$ cat config.mk
export PLATFORM = sky130hd
export DESIGN_NAME = conv_monitor
export DESIGN_NICKNAME = d
export VERILOG_FILES = /design/src/rtl/phys_accel_pkg.sv /design/src/rtl/abs_diff_cmp.sv /design/src/rtl/conv_monitor.sv
export SDC_FILE = /design/constraint.sdc
export NUM_CORES = 1
export LEC_CHECK = 0
export ABC_AREA = 0
export CAP_MARGIN = 15
export CELL_PAD_IN_SITES_DETAIL_PLACEMENT = 0
export CELL_PAD_IN_SITES_GLOBAL_PLACEMENT = 1
export CORE_MARGIN = 2
export CORE_UTILIZATION = 41
export CTS_CLUSTER_SIZE = 30
export DETAILED_ROUTE_END_ITERATION = 8
export HOLD_SLACK_MARGIN = 0.05
export PLACE_DENSITY = 0.89
export SLEW_MARGIN = 20
export SYNTH_ARGS = -nofsm -noshare
export SYNTH_HDL_FRONTEND = slang
export SYNTH_SLANG_ARGS = --single-unit
$ cat constraint.sdc
create_clock -name Clk -period 10.73 [get_ports Clk]
set_input_delay 1.6095 -clock Clk [delete_from_list [all_inputs] [get_ports Clk]]
set_output_delay 1.6095 -clock Clk [all_outputs]
set_load 0.03 [all_outputs]
$ cat src/rtl/phys_accel_pkg.sv
// rtl/phys_accel_pkg.sv - shared types and constants for the physics accelerator blocks
package phys_accel_pkg;

  localparam int DATA_W_DEF = 16;
  localparam int COUNT_W    = 8;

  typedef enum logic [1:0] {
    IDLE  = 2'd0,
    SWEEP = 2'd1,
    DONE  = 2'd2
  } state_e;

endpackage

$ cat src/rtl/abs_diff_cmp.sv
// rtl/abs_diff_cmp.sv - |a-b| <= TOL test, evaluated one bit wider so it never overflows
module abs_diff_cmp
  import phys_accel_pkg::*;
#(
  parameter int          DATA_W = DATA_W_DEF,
  parameter int unsigned TOL    = 2
) (
  input  logic signed [DATA_W-1:0] a,
  input  logic signed [DATA_W-1:0] b,
  output logic                     within_tol
);
  logic signed [DATA_W:0] diff;
  logic        [DATA_W:0] mag;

  always_comb begin
    diff       = {a[DATA_W-1], a} - {b[DATA_W-1], b};
    mag        = diff[DATA_W] ? $unsigned(-diff) : $unsigned(diff);
    within_tol = (mag <= (DATA_W+1)'(TOL));
  end
endmodule

$ cat src/rtl/conv_monitor.sv
// rtl/conv_monitor.sv - counts stable sweeps of an iterative solver and raises a sticky halt
// on convergence or on the sweep limit.
module conv_monitor
  import phys_accel_pkg::*;
#(
  parameter int          DATA_W        = DATA_W_DEF,
  parameter int unsigned TOL           = 2,
  parameter int          STABLE_SWEEPS = 3,
  parameter int          MAX_SWEEPS    = 255
) (
  input  logic                     Clk,
  input  logic                     Reset,
  input  logic                     cell_valid,
  input  logic signed [DATA_W-1:0] cell_new,
  input  logic signed [DATA_W-1:0] cell_old,
  input  logic                     sweep_last,
  output logic                     CONV_FLAG,
  output logic                     TIMEOUT,
  output logic [COUNT_W-1:0]       sweep_count,
  output logic [COUNT_W-1:0]       stable_count
);
  state_e             state_q, state_d;
  logic               conv_q, conv_d;
  logic               timeout_q, timeout_d;
  logic [COUNT_W-1:0] sweep_count_q, sweep_count_d;
  logic [COUNT_W-1:0] stable_count_q, stable_count_d;
  logic               sweep_ok_q, sweep_ok_d;
  logic               stable_i;

  abs_diff_cmp #(
    .DATA_W (DATA_W),
    .TOL    (TOL)
  ) u_cmp (
    .a          (cell_new),
    .b          (cell_old),
    .within_tol (stable_i)
  );

  always_comb begin
    state_d        = state_q;
    conv_d         = conv_q;
    timeout_d      = timeout_q;
    sweep_count_d  = sweep_count_q;
    stable_count_d = stable_count_q;
    sweep_ok_d     = sweep_ok_q;
    case (state_q)
      IDLE, SWEEP: begin
        if (cell_valid) begin
          state_d    = SWEEP;
          sweep_ok_d = sweep_ok_q & stable_i;
          if (sweep_last) begin
            sweep_count_d  = sweep_count_q + COUNT_W'(1);
            stable_count_d = (sweep_ok_q & stable_i) ? stable_count_q + COUNT_W'(1) : '0;
            sweep_ok_d     = 1'b1;
            // Convergence is tested first so it wins over the limit in the same sweep.
            if (stable_count_d == COUNT_W'(STABLE_SWEEPS)) begin
              state_d   = DONE;
              conv_d    = 1'b1;
              timeout_d = 1'b0;
            end else if (sweep_count_d == COUNT_W'(MAX_SWEEPS)) begin
              state_d   = DONE;
              conv_d    = 1'b1;
              timeout_d = 1'b1;
            end
          end
        end
      end
      DONE: ;
      default: state_d = IDLE;
    endcase
  end

  always_ff @(posedge Clk) begin
    if (Reset) begin
      state_q        <= IDLE;
      conv_q         <= 1'b0;
      timeout_q      <= 1'b0;
      sweep_count_q  <= '0;
      stable_count_q <= '0;
      sweep_ok_q     <= 1'b1;
    end else begin
      state_q        <= state_d;
      conv_q         <= conv_d;
      timeout_q      <= timeout_d;
      sweep_count_q  <= sweep_count_d;
      stable_count_q <= stable_count_d;
      sweep_ok_q     <= sweep_ok_d;
    end
  end

  assign CONV_FLAG    = conv_q;
  assign TIMEOUT      = timeout_q;
  assign sweep_count  = sweep_count_q;
  assign stable_count = stable_count_q;
endmodule

## After elaboration in Yosys (flattened, before gate mapping)

Index checks and enable logic that the tools add are counted.

| storage, ports and cells | value |
|---|---|
| flip-flop bits (word level) | 21 |
| output and inout bits | 18 |
| word-level logic and storage cells | 36 |
| input port bits | 36 |

| cells by class | value |
|---|---|
| add/subtract/negate cells | 4 |
| reductions and logical operators | 7 |
| mux-type cells | 11 |
| equality and inequality tests | 5 |
| bitwise operators | 2 |
| order comparisons | 1 |

Operators with widths:

| operator | count |
|---|---|
| <= comparator 17 x 2 -> 1 bit, second input constant | 1 |
| two-way mux 17 bit | 1 |
| negator 17 bit | 1 |
| subtractor 16 x 16 -> 17 bit | 1 |
| adder 8 x 1 -> 8 bit, second input constant | 2 |
| equality test 8 x 2 -> 1 bit, second input constant | 1 |
| equality test 8 bit, second input constant | 1 |
| two-way mux 2 bit | 4 |
| two-way mux 8 bit | 1 |
| two-way mux 1 bit | 4 |
| case mux 2 bit (2 select lines) | 1 |
| AND reduction 2 bit | 2 |
| AND reduction 4 bit | 1 |
| AND reduction 3 bit | 1 |
| equality test 2 x 1 -> 1 bit, second input constant | 1 |
| equality test 2 bit, second input constant | 1 |
| logical NOT 2 bit | 1 |
| inequality test 2 bit, second input constant | 1 |
| nonzero test 2 bit | 1 |
| OR reduction 2 bit | 1 |
| AND 1 bit | 1 |
| inverter 1 bit | 1 |

## Depth between registers and ports, before layout

Gate-level depths: netlist of the first run.

| logic depth | value |
|---|---|
| depth in word-level cells | 11 |
| gate-level depth with buffers | 14 |

## Hierarchy

Synthesis of the first run repeated with hierarchy kept, for this count alone.

| unflattened totals | value |
|---|---|
| cell total of the unflattened synthesis | 346 |
| area total of the unflattened synthesis | 2585.0 µm² |

Modules (own cells, without submodules):

| module | times used | area an instance (µm²) | cells each | seq. area each (µm²) |
|---|---|---|---|---|
| abs_diff_cmp | 1 | 1448.9 | 210 | 0.0 |
| conv_monitor | 1 | 1136.1 | 136 | 420.4 |

## Worst setup path before layout of the first run

No wires, ideal clock.

| timing path | value |
|---|---|
| kind | input-to-reg |
| from | in cell_new[0] |
| to | reg state_q[0] |
| stages on the path | 13 |
| arrival | 4.623 ns |
| buffers on the path | 0 |
| data required time | 10.598 ns |
| path slack | 5.975 ns |
| cell sequence | inv_1 ha_1 fa_1 nand2b_1 a211oi_2 o21ai_1 a211oi_2 nand4_4 a2111oi_4 o21ai_2 a2111oi_4 nand4_2 nor3b_1 |

| on the way | value |
|---|---|
| longest elaborated chain between the ends | 11 |

RTL lines:

| item | RTL line | source |
|---|---|---|
| start: declaration | conv_monitor.sv:14 | `input logic signed [DATA_W-1:0] cell_new,` |
| subtractor 16 x 16 -> 17 bit (*) | abs_diff_cmp.sv:16 | `diff = {a[DATA_W-1], a} - {b[DATA_W-1], b};` |
| negator 17 bit | abs_diff_cmp.sv:17 | `mag = diff[DATA_W] ? $unsigned(-diff) : $unsigned(diff);` |
| two-way mux 17 bit (*) | abs_diff_cmp.sv:17 |  |
| <= comparator 17 x 2 -> 1 bit (*) | abs_diff_cmp.sv:18 | `within_tol = (mag <= (DATA_W+1)'(TOL));` |
| AND 1 bit (*) | conv_monitor.sv:53 | `stable_count_d = (sweep_ok_q & stable_i) ? stable_count_q + COUNT_W'(1) : '0;` |
| two-way mux 8 bit (*) | conv_monitor.sv:53 |  |
| equality test 8 x 2 -> 1 bit (*) | conv_monitor.sv:56 | `if (stable_count_d == COUNT_W'(STABLE_SWEEPS)) begin` |
| two-way mux 2 bit (*) | conv_monitor.sv:56 |  |
| two-way mux 2 bit (*) | conv_monitor.sv:51 | `if (sweep_last) begin` |
| two-way mux 2 bit (*) | conv_monitor.sv:48 | `if (cell_valid) begin` |
| case mux 2 bit (2 select lines) (*) | conv_monitor.sv:46 | `case (state_q)` |
| end signal: assignment | conv_monitor.sv:82 | `state_q <= state_d;` |
| end: declaration | conv_monitor.sv:22 | `state_e state_q, state_d;` |

Mark *: on every way between the ends. The rest lies on a longest branch, timed or not. The select of a mux whose other input is x is not followed.
A chain may end at the register's enable or synchronous reset.

## Worst setup path in the final report of the first run

| timing path | value |
|---|---|
| from | in cell_new[0] |
| to | reg stable_count_q[4] (netlist: stable_count[4]) |

| on the way | value |
|---|---|
| longest elaborated chain between the ends | 6 |

RTL lines:

| item | RTL line | source |
|---|---|---|
| subtractor 16 x 16 -> 17 bit (*) | abs_diff_cmp.sv:16 |  |
| negator 17 bit | abs_diff_cmp.sv:17 |  |
| two-way mux 17 bit (*) | abs_diff_cmp.sv:17 |  |
| <= comparator 17 x 2 -> 1 bit (*) | abs_diff_cmp.sv:18 |  |
| AND 1 bit (*) | conv_monitor.sv:53 |  |
| two-way mux 8 bit (*) | conv_monitor.sv:53 |  |
| end signal: assignment | conv_monitor.sv:86 | `stable_count_q <= stable_count_d;` |
| end: declaration | conv_monitor.sv:26 | `logic [COUNT_W-1:0] stable_count_q, stable_count_d;` |

Mark *: on every way between the ends. The rest lies on a longest branch, timed or not.

==> results_dict.tcl, run 1 <==
set metrics [dict create \
    syn-cell-area_sq_um 2780 \
    fin_setup_tns_ps 0 \
    critical_path_class "in -> reg" \
    cp-endpoint "stable_count[4]" \
    clock-skew-final_ps 6.61 \
    antenna_left 0 \
    cp.depth 14 \
    arrival_ps 5480 \
    grt_max_degree 23 \
    hold_path.class "reg -> reg" \
    r2r_slack_ps 8110 \
    p_seq_share_pct 28.6 \
    fp.dieH_um 86.4 \
    areaGrowthSynthToFinish_pct 22.1 \
    swShare_pct 41.6 \
    detailroute.via_count 2947 \
    clkLatencyLatePin_ps 260 \
    ctsHtreeMaxLevel 1 \
    rows 30 \
    gp_congestion 0.926 \
    required_ps 10900 \
    reg2reg_from "stable_count[0]" \
    cts_tree "done" \
    ir_worst_vdd_mv 0.0371 \
    max_freq_mhz 188 \
    synth.area.top_cells "dfxtp_1, ha_1, a21oi_1, nand2_1, nor2_1" \
    synthArstFlopShare_pct 0 \
    postSynthAreaPerCell_sq_um 7.44 \
    yosys_warnings 0 \
    ys_types 70 \
    fillCellCount 665 \
    internal_power_w 0.000163 \
    critPathBufInv 2 \
    dr.first_iter.drc_count 82 \
    total_leakage_power_nw 1.28 \
    start_util_pct 41.6 \
    grt_pass1_vias 2572 \
    viasPerCell 5.94 \
    tightest_slew_ps 821 \
    io_buffer_count 53 \
    diodes 0 \
    min_period_ps 5310 \
    wl_per_cell_um 13.4 \
    cp_max_fo 7 \
    end_kind "flip-flop" \
    drv_slew 0 \
    hold_viol 0 \
    fin_nets 473 \
    ys_ff_latch 21 \
    seq_area_sq_um 420 \
    cts_buffers 3 \
    slowest_delay_ps 530 \
    min_period_over_period_pct 49.5 \
    regToRegEndpoint "state_q[0]" \
    grt_setup_unrepaired "false" \
    drc_errors 0 \
    synth_nets 430 \
    dp_slack_ps 5180 \
    synth_edf_count 0 \
    cts_resized 0 \
    power.switching_w 0.000116 \
    root_buffer "clkbuf_8" \
    num_io_pins 54 \
    multi_input_area_sq_um 2200 \
    grt_usage_pct 17.6 \
    setup_ws_ps 5420 \
    maxCapViolations 0 \
    clk_pin_slew_worst_paths_ps 70 \
    power_density_nw_per_um2 82.4 \
    power_w 0.000280 \
    cts.path.max_buffers 2 \
    cp-startpoint "cell_new[0]" \
    ys_seq_area_share_pct 15.1 \
    drt_first_pass_iters 4 \
    clock_sinks 21 \
    drive_gt1_share_pct 7.21 \
    yosys.area.top_type "dfxtp_1" \
    wirelength_um 6630 \
    path_common_cell "a211oi_2" \
    overflow 0 \
    outcome "completed" \
    combPwrFrac_pct 52.9 \
    cp_slowest_cell "a211oi_2" \
    setup_violations 0 \
    max_slew_margin_pct 45.1 \
    p_clk_share_pct 18.5 \
    cts_setup_buffers 0 \
    die-area_sq_um 7460 \
    postSynthCellCount 374 \
    ys.flop_type "dfxtp_1" \
    dp_hpwl_um 5320 \
    cp_cell_sequence "clkdlybuf4s50_1, inv_1, ha_1, fa_1, nand2b_1, a211oi_2, o21ai_1, a211oi_2, nand4_4, nor2_1, o211ai_1, a211oi_2, o2111ai_1, a21oi_1" \
    reg2reg_depth 10 \
    hold_buffers 0 \
    die_w_um 86.4 \
    hold_ws_ps 503 \
    synth_top_cell_area_share_pct 15.1 \
    core_sq_um 6680 \
    grt_pass1_wl_um 11200 \
    crit_family "compound AO/OA/AOI/OAI gates" \
    cp-start-kind "primary input" \
    antenna_found_initial 0 \
]
how the worst min path moves through the flow:
stage                    start  slack, ps         endpoint  depth (start not counted)
6_report       stable_count[1]        500  stable_count[1]                          2
5_1_grt        stable_count[7]        510  stable_count[7]                          2
4_1_cts        stable_count[7]        500  stable_count[7]                          2
3_5_place_dp   stable_count[7]        490  stable_count[7]                          2
3_3_place_gp   stable_count[7]        490  stable_count[7]                          2
2_1_floorplan       sweep_ok_q        490       sweep_ok_q                          2
cells by family (layout without fill, tap and decap cells):
family | after synthesis | after routing | share of synthesized area (%)
simple gates | 157 | 157 | 30.7
compound gates | 117 | 117 | 32.9
buf+inv | 40 | 82 | 5.62
flops | 21 | 21 | 15.1
fa+ha+maj | 20 | 20 | 9.27
xor+xnor | 16 | 16 | 5.31
mux | 3 | 3 | 1.08
state kept, by name (all words and copies together), names as in the netlist:
name,count
TIMEOUT,1
CONV_FLAG,1
sweep_count,8
state_q,2
stable_count,8
sweep_ok_q,1
cell usage after synthesis (3+ instances only):
cell and number:
a31oi_1 7, buf_2 4, or3_1 4, nor3_1 13
and3_1 8, and4_1 3, xor2_1 8, a21oi_1 30
dfxtp_1 21, a21o_1 8, nor2b_1 4, nand2_1 33
o31ai_1 4, o211a_1 3, a211oi_1 3, nand4_1 10
o21ai_0 11, o211ai_1 7, xnor2_1 7, nand3_1 18
mux2i_1 3, ha_1 19, o21ai_1 3, nor4_1 4
nor3b_1 3, and2_1 8, nand2b_1 4, a211oi_2 5
clkbuf_1 9, o2111ai_1 8, inv_1 25, nor2_1 30
or2_2 3
power groups by stage:
| stage | Clock (W) | Combinational [W] | Sequential [W] |
|---|---|---|---|
| floorplan | 0 | 0.000109 | 0.0000829 |
| global placement | 0 | 0.000145 | 0.0000818 |
| detailed placement | 0 | 0.000146 | 0.0000819 |
| CTS | 0.0000540 | 0.000147 | 0.0000801 |
| global route | 0.0000577 | 0.000163 | 0.0000803 |
| finish | 0.0000516 | 0.000148 | 0.0000801 |
layout by cell type (no fill, tap or decap), types with 4 or more instances in the layout:
master	count
a31oi_1	7
nand2_1	33
nor2_1	30
nor3_1	13
o211ai_1	7
o31ai_1	4
a211oi_2	5
nor4_1	4
nand2b_1	4
and2_1	8
nand4_1	10
dfxtp_1	21
o2111ai_1	8
or3_1	4
and3_1	8
clkdlybuf4s50_1	53
a21o_1	8
xor2_1	8
nand3_1	18
inv_1	25
xnor2_1	7
nor2b_1	4
a21oi_1	30
ha_1	19
o21ai_0	11
worst min-delay path: cells and delay by family (launching register included):
family,cells,cell delay (ps)
and+or+nand+nor,1,60
AOI/OAI and AO/OA,1,50
DFF,1,340
metrics by stage:
step                      std cells  instance area, sq um  utilization [%]
final                           496                  3400             50.8
after detailed placement        492                  3350             50.1
after floorplan                 374                  2780                -
after CTS                       496                  3400             50.8
after global routing            496                  3400             50.8
after global placement          492                  3350             50.1
area by class of cell:
type	count	area share, %
Clock inverter	1	0.147
Tap cell	80	2.95
Timing Repair Buffer	53	15.6
Sequential cell	21	12.4
Inverter	25	2.76
Clock buffer	3	1.22
Multi-Input combinational cell	313	64.9
layer usage:
layer | track usage (%) | wire (um) | share of wire (%)
met1 | 22.8 | 3180 | 48
met2 | 30.9 | 3130 | 47
met3 | 1.43 | 208 | 3.1
met4 | 5.40 | 105 | 1.6
met5 | 0 | 0 | 0
Note: power is estimated with default switching activity, not from simulation.
==> run 2: changes to the inputs <==
Settings changed: CORE_UTILIZATION 41 to 35, PLACE_DENSITY 0.89 to 0.81.
Clock period 10.73 ns to 4.53 ns, I/O delays scaled along.
==> results_dict.tcl, run 2 (synthesis results as in run 1) <==
set metrics [dict create \
    antenna_found_initial 0 \
    total_leakage_power_nw 1.38 \
    wl_per_cell_um 13.1 \
    drv_slew 0 \
    cp_max_fo 7 \
    wirelength_um 7070 \
    grt_pass1_wl_um 12500 \
    die-area_sq_um 8680 \
    placed_area_sq_um 3540 \
    max_freq_mhz 236 \
    dp_slack_ps -0.679 \
    grt_pass1_vias 2781 \
    cts_buffers 3 \
    final_common_cell "clkdlybuf4s50_1" \
    ctsHtreeMaxLevel 1 \
    min_period_ps 4240 \
    drive_gt1_share_pct 11.5 \
    maxCapViolations 0 \
    rows 32 \
    die_w_um 93.1 \
    hold_path.class "reg -> reg" \
    hold_buffers 0 \
    critical_path_class "in -> reg" \
    root_buffer "clkbuf_8" \
    grt_max_degree 23 \
    clkLatencyLatePin_ps 250 \
    cp-start-kind "primary input" \
    arrival_ps 4370 \
    gp_congestion 0.835 \
    viasPerCell 5.54 \
    num_io_pins 54 \
    antenna_left 0 \
    cts.path.max_buffers 2 \
    clock-skew-final_ps 4.63 \
    end_kind "flip-flop" \
    cts_tree "done" \
    core_sq_um 7730 \
    layout_common_cells "clkdlybuf4s50_1, nand2_1, nor2_1, a21oi_1, inv_1" \
    start_util_pct 36.0 \
    clock_sinks 21 \
    dr.first_iter.drc_count 153 \
    min_period_over_period_pct 93.6 \
    fin_util_pct 46.5 \
    drt_first_pass_iters 4 \
    outcome "completed" \
    grt_setup_unrepaired "false" \
    hold_viol 0 \
    cts_setup_buffers 0 \
    required_ps 4660 \
    tightest_slew_ps 824 \
    max_slew_margin_pct 44.9 \
    drc_errors 0 \
    io_buffer_count 53 \
    power_w 0.000706 \
    setup_violations 0 \
    setup_ws_ps 291 \
    power_density_nw_per_um2 196 \
    ir_worst_vdd_mv 0.110 \
    fp.dieH_um 93.1 \
    fin_nets 493 \
    stdcell_area_sq_um 3590 \
    detailroute.via_count 2980 \
    diodes 0 \
    clk_pin_slew_worst_paths_ps 80 \
    grt_usage_pct 16.7 \
    areaGrowthSynthToFinish_pct 29.2 \
    overflow 0 \
    dp_hpwl_um 5820 \
]
==> run 2: final timing paths <==
kind	startpoint	end	slack [ps]	cells after the start
min	stable_count[7]	stable_count[7]	500	2
max	cell_new[0]	state_q[0]	290	14
max reg2reg	stable_count[0]	state_q[0]	1830	10
min reg2reg	stable_count[7]	stable_count[7]	500	2
==> run 2: final cells by class <==
cell class                      count  area [sq um]
Clock buffer                        3          41.3
Clock inverter                      1          5.00
Fill cell                         763          4130
Inverter                           25          93.8
Multi-Input combinational cell    313          2210
Sequential cell                    21           420
Tap cell                          102           128
Timing Repair Buffer               73           693
==> run 2: per-stage QoR <==
step,cells,setup TNS (ps),hold slack (ps)
after CTS,538,0,502
after floorplan,374,0,493
after detailed placement,534,-0.937,491
after global placement,534,0,478
final,538,0,502
after global routing,538,0,533
==> run 2: report_power, final <==
| part | leakage, nW | switching [W] | internal [W] |
|---|---|---|---|
| registers | 0.170 | 0.00000255 | 0.000187 |
| clock network | 0.0255 | 0.0000608 | 0.0000611 |
| logic | 1.18 | 0.000223 | 0.000171 |
| total | 1.38 | 0.000287 | 0.000419 |
==> run 2: what timing repair did <==
| action | CTS | global route |
|---|---|---|
| setup endpoints to repair | 0 | 6 |
| endpoints found under the hold margin | 0 | 0 |
| resized for setup | 0 | 1 |
==> run 2: routing by layer <==
metal	part of all wire, %	GRT usage [%]
met1	49	22.4
met2	48	30.7
met3	2.3	0.725
met4	0.21	1.47
met5	0	0
==> run 2: critical path: stages <==
cell	delay [ps]
clkdlybuf4s50_1	450
inv_1	40
ha_1	240
fa_1	400
nand2b_1	200
a211oi_2	290
o21ai_1	210
a211oi_2	340
nand4_4	210
a2111oi_4	370
o21ai_2	110
a2111oi_4	440
nand4_2	200
nor3b_1	190
